[src/rtl/cpu_pkg.sv]
// Shared CPU definitions used by the memory-access stage: size codes and MEM FSM states.
package cpu_pkg;

  localparam logic [3:0] SZ_B = 4'b0001;
  localparam logic [3:0] SZ_H = 4'b0011;
  localparam logic [3:0] SZ_W = 4'b1111;

  typedef enum logic {IDLE, WAIT} mem_state_t;

endpackage

[src/rtl/load_extend.sv]
// Load-data lane selection and sign/zero extension for byte, half and word loads.
module load_extend
  import cpu_pkg::*;
(
  input  logic [31:0] rdata,
  input  logic [1:0]  addr,
  input  logic [3:0]  size,
  input  logic        us,
  output logic [31:0] result
);

  logic [7:0]  lane_b;
  logic [15:0] lane_h;

  assign lane_b = rdata[{addr, 3'b000} +: 8];
  assign lane_h = addr[1] ? rdata[31:16] : rdata[15:0];

  always_comb begin
    result = rdata;
    if (size == SZ_B) begin
      result = {{24{lane_b[7] & ~us}}, lane_b};
    end else if (size == SZ_H) begin
      result = {{16{lane_h[15] & ~us}}, lane_h};
    end
  end

endmodule

[src/rtl/mem_access_unit.sv]
// MEM pipeline stage: data-memory req/ack handshake with stall and timeout, store lane
// alignment, load extension and the MEM/WB pipeline register.
module mem_access_unit
  import cpu_pkg::*;
#(
  parameter int unsigned TIMEOUT_CYCLES = 64,
  parameter int unsigned CNT_W          = 7
) (
  input  logic        clk,
  input  logic        rst_n,
  input  logic        ex_mem_MemRead,
  input  logic        ex_mem_MemWrite,
  input  logic        ex_mem_RegWrite,
  input  logic        ex_mem_MemtoReg,
  input  logic        ex_mem_us,
  input  logic [3:0]  ex_mem_byte_en,
  input  logic [4:0]  ex_mem_rd,
  input  logic [31:0] ALU_result,
  input  logic [31:0] ex_mem_rd2,
  output logic        dmem_req,
  output logic        dmem_we,
  output logic [31:0] dmem_addr,
  output logic [3:0]  dmem_be,
  output logic [31:0] dmem_wdata,
  input  logic [31:0] dmem_rdata,
  input  logic        dmem_ack,
  output logic        mem_stall,
  output logic        misalign,
  output logic        bus_err,
  output logic        mem_wb_RegWrite,
  output logic        mem_wb_MemtoReg,
  output logic [4:0]  mem_wb_rd,
  output logic [31:0] mem_wb_load,
  output logic [31:0] mem_wb_alu
);

  mem_state_t       state_q, state_d;
  logic [CNT_W-1:0] cnt_q, cnt_d;

  logic        access, is_half, is_word, misaligned, timeout;
  logic        req, ack_ok, bubble;
  logic [31:0] load_data, wdata_rep;

  assign access     = ex_mem_MemRead | ex_mem_MemWrite;
  assign is_half    = (ex_mem_byte_en == SZ_H);
  assign is_word    = (ex_mem_byte_en != SZ_B) && !is_half;
  assign misaligned = access & ((is_half & ALU_result[0]) | (is_word & (|ALU_result[1:0])));
  assign timeout    = (state_q == WAIT) && (cnt_q == CNT_W'(TIMEOUT_CYCLES));

  always_comb begin
    state_d  = state_q;
    cnt_d    = cnt_q;
    req      = 1'b0;
    misalign = 1'b0;
    bus_err  = 1'b0;
    unique case (state_q)
      IDLE: begin
        cnt_d = '0;
        if (misaligned) begin
          misalign = 1'b1;
        end else if (access) begin
          req = 1'b1;
          if (!dmem_ack) state_d = WAIT;
        end
      end
      WAIT: begin
        if (timeout) begin
          // Squash: drop the request and let the pipeline move on.
          bus_err = 1'b1;
          state_d = IDLE;
          cnt_d   = '0;
        end else begin
          req = 1'b1;
          if (dmem_ack) begin
            state_d = IDLE;
            cnt_d   = '0;
          end else begin
            cnt_d = cnt_q + 1'b1;
          end
        end
      end
      default: state_d = IDLE;
    endcase
    // Reset must kill the bus request immediately, not at the next edge.
    if (!rst_n) begin
      req      = 1'b0;
      misalign = 1'b0;
      bus_err  = 1'b0;
    end
  end

  always_ff @(posedge clk or negedge rst_n) begin
    if (!rst_n) begin
      state_q <= IDLE;
      cnt_q   <= '0;
    end else begin
      state_q <= state_d;
      cnt_q   <= cnt_d;
    end
  end

  always_comb begin
    wdata_rep = ex_mem_rd2;
    if (ex_mem_byte_en == SZ_B) begin
      wdata_rep = {4{ex_mem_rd2[7:0]}};
    end else if (is_half) begin
      wdata_rep = {2{ex_mem_rd2[15:0]}};
    end
  end

  assign dmem_req   = req;
  assign dmem_we    = req & ex_mem_MemWrite;
  assign dmem_addr  = req ? {ALU_result[31:2], 2'b00} : 32'd0;
  assign dmem_be    = req ? (ex_mem_byte_en << ALU_result[1:0]) : 4'd0;
  assign dmem_wdata = req ? wdata_rep : 32'd0;
  assign mem_stall  = req & ~dmem_ack;

  assign ack_ok = req & dmem_ack;
  assign bubble = misalign | mem_stall | bus_err;

  load_extend u_load_extend (
    .rdata  (dmem_rdata),
    .addr   (ALU_result[1:0]),
    .size   (ex_mem_byte_en),
    .us     (ex_mem_us),
    .result (load_data)
  );

  always_ff @(posedge clk or negedge rst_n) begin
    if (!rst_n) begin
      mem_wb_RegWrite <= 1'b0;
      mem_wb_MemtoReg <= 1'b0;
      mem_wb_rd       <= 5'd0;
      mem_wb_load     <= 32'd0;
      mem_wb_alu      <= 32'd0;
    end else if (bubble) begin
      mem_wb_RegWrite <= 1'b0;
    end else begin
      mem_wb_RegWrite <= ex_mem_RegWrite;
      mem_wb_MemtoReg <= ex_mem_MemtoReg;
      mem_wb_rd       <= ex_mem_rd;
      mem_wb_alu      <= ALU_result;
      if (ack_ok) mem_wb_load <= load_data;
    end
  end

endmodule

[config.mk]
export PLATFORM = sky130hd
export DESIGN_NAME = mem_access_unit
export DESIGN_NICKNAME = d
export VERILOG_FILES = /design/src/rtl/cpu_pkg.sv /design/src/rtl/load_extend.sv /design/src/rtl/mem_access_unit.sv
export SDC_FILE = /design/constraint.sdc
export NUM_CORES = 1
export LEC_CHECK = 0
export BUFFER_PORTS_ARGS = -buffer_cell sky130_fd_sc_hd__buf_2
export CORE_AREA = 2 2 107 109
export DETAILED_ROUTE_END_ITERATION = 7
export DIE_AREA = 0 0 109 111
export PLACE_DENSITY = 0.9
export SETUP_SLACK_MARGIN = 0.4
export SKIP_CTS_REPAIR_TIMING = 1
export SLEW_MARGIN = 20
export SYNTH_ARGS = -nofsm -noshare
export SYNTH_HDL_FRONTEND = slang
export SYNTH_SLANG_ARGS = --single-unit
[constraint.sdc]
create_clock -name clk -period 2.7 [get_ports clk]
set_input_delay 0.27 -clock clk [delete_from_list [all_inputs] [get_ports clk]]
set_output_delay 0.27 -clock clk [all_outputs]
set_load 0.1 [all_outputs]
==> results.txt <==
Clk pin slew, worst setup/hold paths = 0.07 ns
RSZ-0062 raised after global routing = yes
status = complete, no violations
first drt pass iteration count = 5
CP Data Arrival Time = 2.18 ns
number of synthesized flops with an enable pin = 0
hpwl dp = 13.18 mm
Crit Path Max Fanout = 32
Critical Path RT = 2.43 ns
Yosys warning count = 0
Port Buffers = 254
grt total ovfl = 0
vias per inst = 5.406
sequential fraction of the synthesis area = 0.4039
1st-iter DRT viols = 311
top cell type's share of synthesized area = 0.4039
first-pass GRT wire length = 26.16 mm
Max-slew headroom = 0.5314
routability cong. = 0.8666
leakage = 3.756 nW
final WL = 16.63 mm
Slew Limit Fails = 0
Max Cap Viol = 0
Die Wd = 109 um
Peak VDD IR = 0.7677 mV
routed vias = 4,844
top_reg_cell synth = dfrtp_1
Layout area overhead = 67.41%
worst path cell trace = nor3_1, and2_4, nand2b_4, clkinvlp_4, buf_12, and2_2, buf_12
average cell area after synthesis = 9.829 um2
cell mode on critical path = buf_12
CTS Sinks = 79
Fin. Hold Viols = 0
Skew-Pair Late Insertion Delay = 0.34 ns
dominant cells by area after synthesis = dfrtp_1, mux2_1, and2_1
die height = 111 um
class of the worst hold path = in -> async
Yosys top cell by area = dfrtp_1
fmax = 0.4087 GHz
proportion of layout cells with a drive suffix above 1 = 0.5731
setup_tns = 0 ns
CP Capture Type = primary output
top cells by count, synth = dfrtp_1, nor2_1, and2_1, nand2_1, mux2_1
Critical Path Source Type = flip-flop
Final min period = 2.447 ns
# DRC = 0
Clock Skews = 0.01292 ns
CTS buffer count = 9
crit share post-route = 0.9061
Unique masters post-synth = 49
worst-case clock buffer depth = 2
Total GRT Usage = 0.2810
H-tree depth = 3
Least-Margin Pin Slew = 0.6989 ns
synthesis-stage register bit count = 79
# setup viols final = 0
Tot Pwr = 0.006305 W
initial core utilization = 0.4419
PD cells = 769.4 nW/um2
Mapped Cells = 498
std cell rows = 39
vias in the first global route = 5,011
Clk Tree Root Cell = clkbuf_16
initial antenna violation count = 1
Final nets = 862
die area = 12,100 um2
slowest CP cell = dfrtp_1
largest net degree at the start of global routing = 47
Fillers = 720
most frequent cell after synthesis = dfrtp_1
WS Path Type = reg -> out
Final ANT Viol Nets = 0
IO Pins = 257
slowest cell delay on critical path = 0.42 ns
Mapped Area = 4895 um2
core area = 11,080 um2
ys async rst share = 1.000
Routed wire per std cell = 18.56 um
CTS tree = done
state kept, by name, summed over array words and instances, names as in the netlist:
| signal | count |
|---|---|
| mem_wb_MemtoReg | 1 |
| state_q | 1 |
| mem_wb_load | 32 |
| mem_wb_rd | 5 |
| cnt_q | 7 |
| mem_wb_RegWrite | 1 |
| mem_wb_alu | 32 |
cell usage in the layout, fill, tap and decap left out, drive strengths merged, types with 2 or more instances in the layout:
master      n
mux4        8
and2       40
o21a        8
nor2       41
and3        3
nand2      39
nor4        7
xor2        2
clkinvlp    3
clkbuf     10
nor3       12
a21boi      8
dfrtp      79
conb        2
xnor2       3
buf       275
a21oi      26
o21ai      19
clkinv      2
mux2       56
mux2i      25
ha          2
a31o        8
a211oi     11
nand2b      3
nand3       3
o22ai       9
inv        31
worst max-delay path: cells and delay by family, from the launching register on:
family | cells | cell delay, ns
buffers and inverters | 3 | 0.48
and+or+nand+nor | 4 | 0.93
DFF | 1 | 0.42
area by class of cell:
type	count	area, um2	area share
tap	143	178.9	0.02184
sequential	79	1977	0.2413
timing repair buffer	276	2519	0.3074
clock buffer	10	239.0	0.02916
inverter	30	116.4	0.01420
antenna	1	2.502	0.0003054
multi-input combinational	351	3109	0.3794
clock inverter	6	52.55	0.006413
kinds of logic (layout without fill, tap and decap cells):
| logic type | count (synthesis) | in the layout | share of synthesized area |
|---|---|---|---|
| simple gates | 156 | 156 | 0.1646 |
| compound gates | 97 | 97 | 0.1304 |
| mux | 89 | 89 | 0.2237 |
| flops | 79 | 79 | 0.4039 |
| buf+inv | 69 | 322 | 0.06263 |
| xor+xnor | 5 | 5 | 0.008948 |
| fa+ha+maj | 2 | 2 | 0.005112 |
| other cells | 1 | 3 | 0.0007661 |
path summary, 6_finish.rpt:
path | slack (ns) | to | cells after the start | startpoint
max reg2reg | 0.51 | mem_wb_load[0]$_DFFE_PN0P_ | 8 | cnt_q[0]$_DFF_PN0_
max | 0.25 | dmem_addr[13] | 7 | cnt_q[3]$_DFF_PN0_
min in group clk | 0.14 | mem_wb_RegWrite$_DFF_PN0_ | 3 | ex_mem_RegWrite
max in group asynchronous | 2.17 | mem_wb_alu[15]$_DFFE_PN0N_ | 2 | rst_n
min | 0.04 | mem_wb_load[20]$_DFFE_PN0P_ | 2 | rst_n
min reg2reg | 0.50 | mem_wb_alu[19]$_DFFE_PN0N_ | 1 | mem_wb_alu[19]$_DFFE_PN0N_
where the power goes:
group / internal [W] / total [W] / switching (W)
Combinational: 0.000769 / 0.00354 / 0.00277
Clock: 0.000661 / 0.00118 / 0.000519
Sequential: 0.00143 / 0.00158 / 0.000151
through the flow:
step	instance area (um2)	hold WS, ns	util	setup WS (ns)	std cells
final	8194	0.03842	0.7397	0.2535	896
after global routing	8194	0.07837	0.7397	0.1333	896
after CTS	8144	-0.2690	0.7352	0.1485	890
after detailed placement	7853	0.08963	0.7089	0.4221	874
after global placement	7853	0.08852	0.7089	0.4883	874
after floorplan	5473	-0.02559	-	0.1569	499
layer usage:
layer	track usage	part of all wire
met5	0	0
met4	0.09402	0.028
met3	0.05761	0.071
met2	0.4787	0.51
met1	0.3513	0.39
Power figures use the tool's default switching activity.
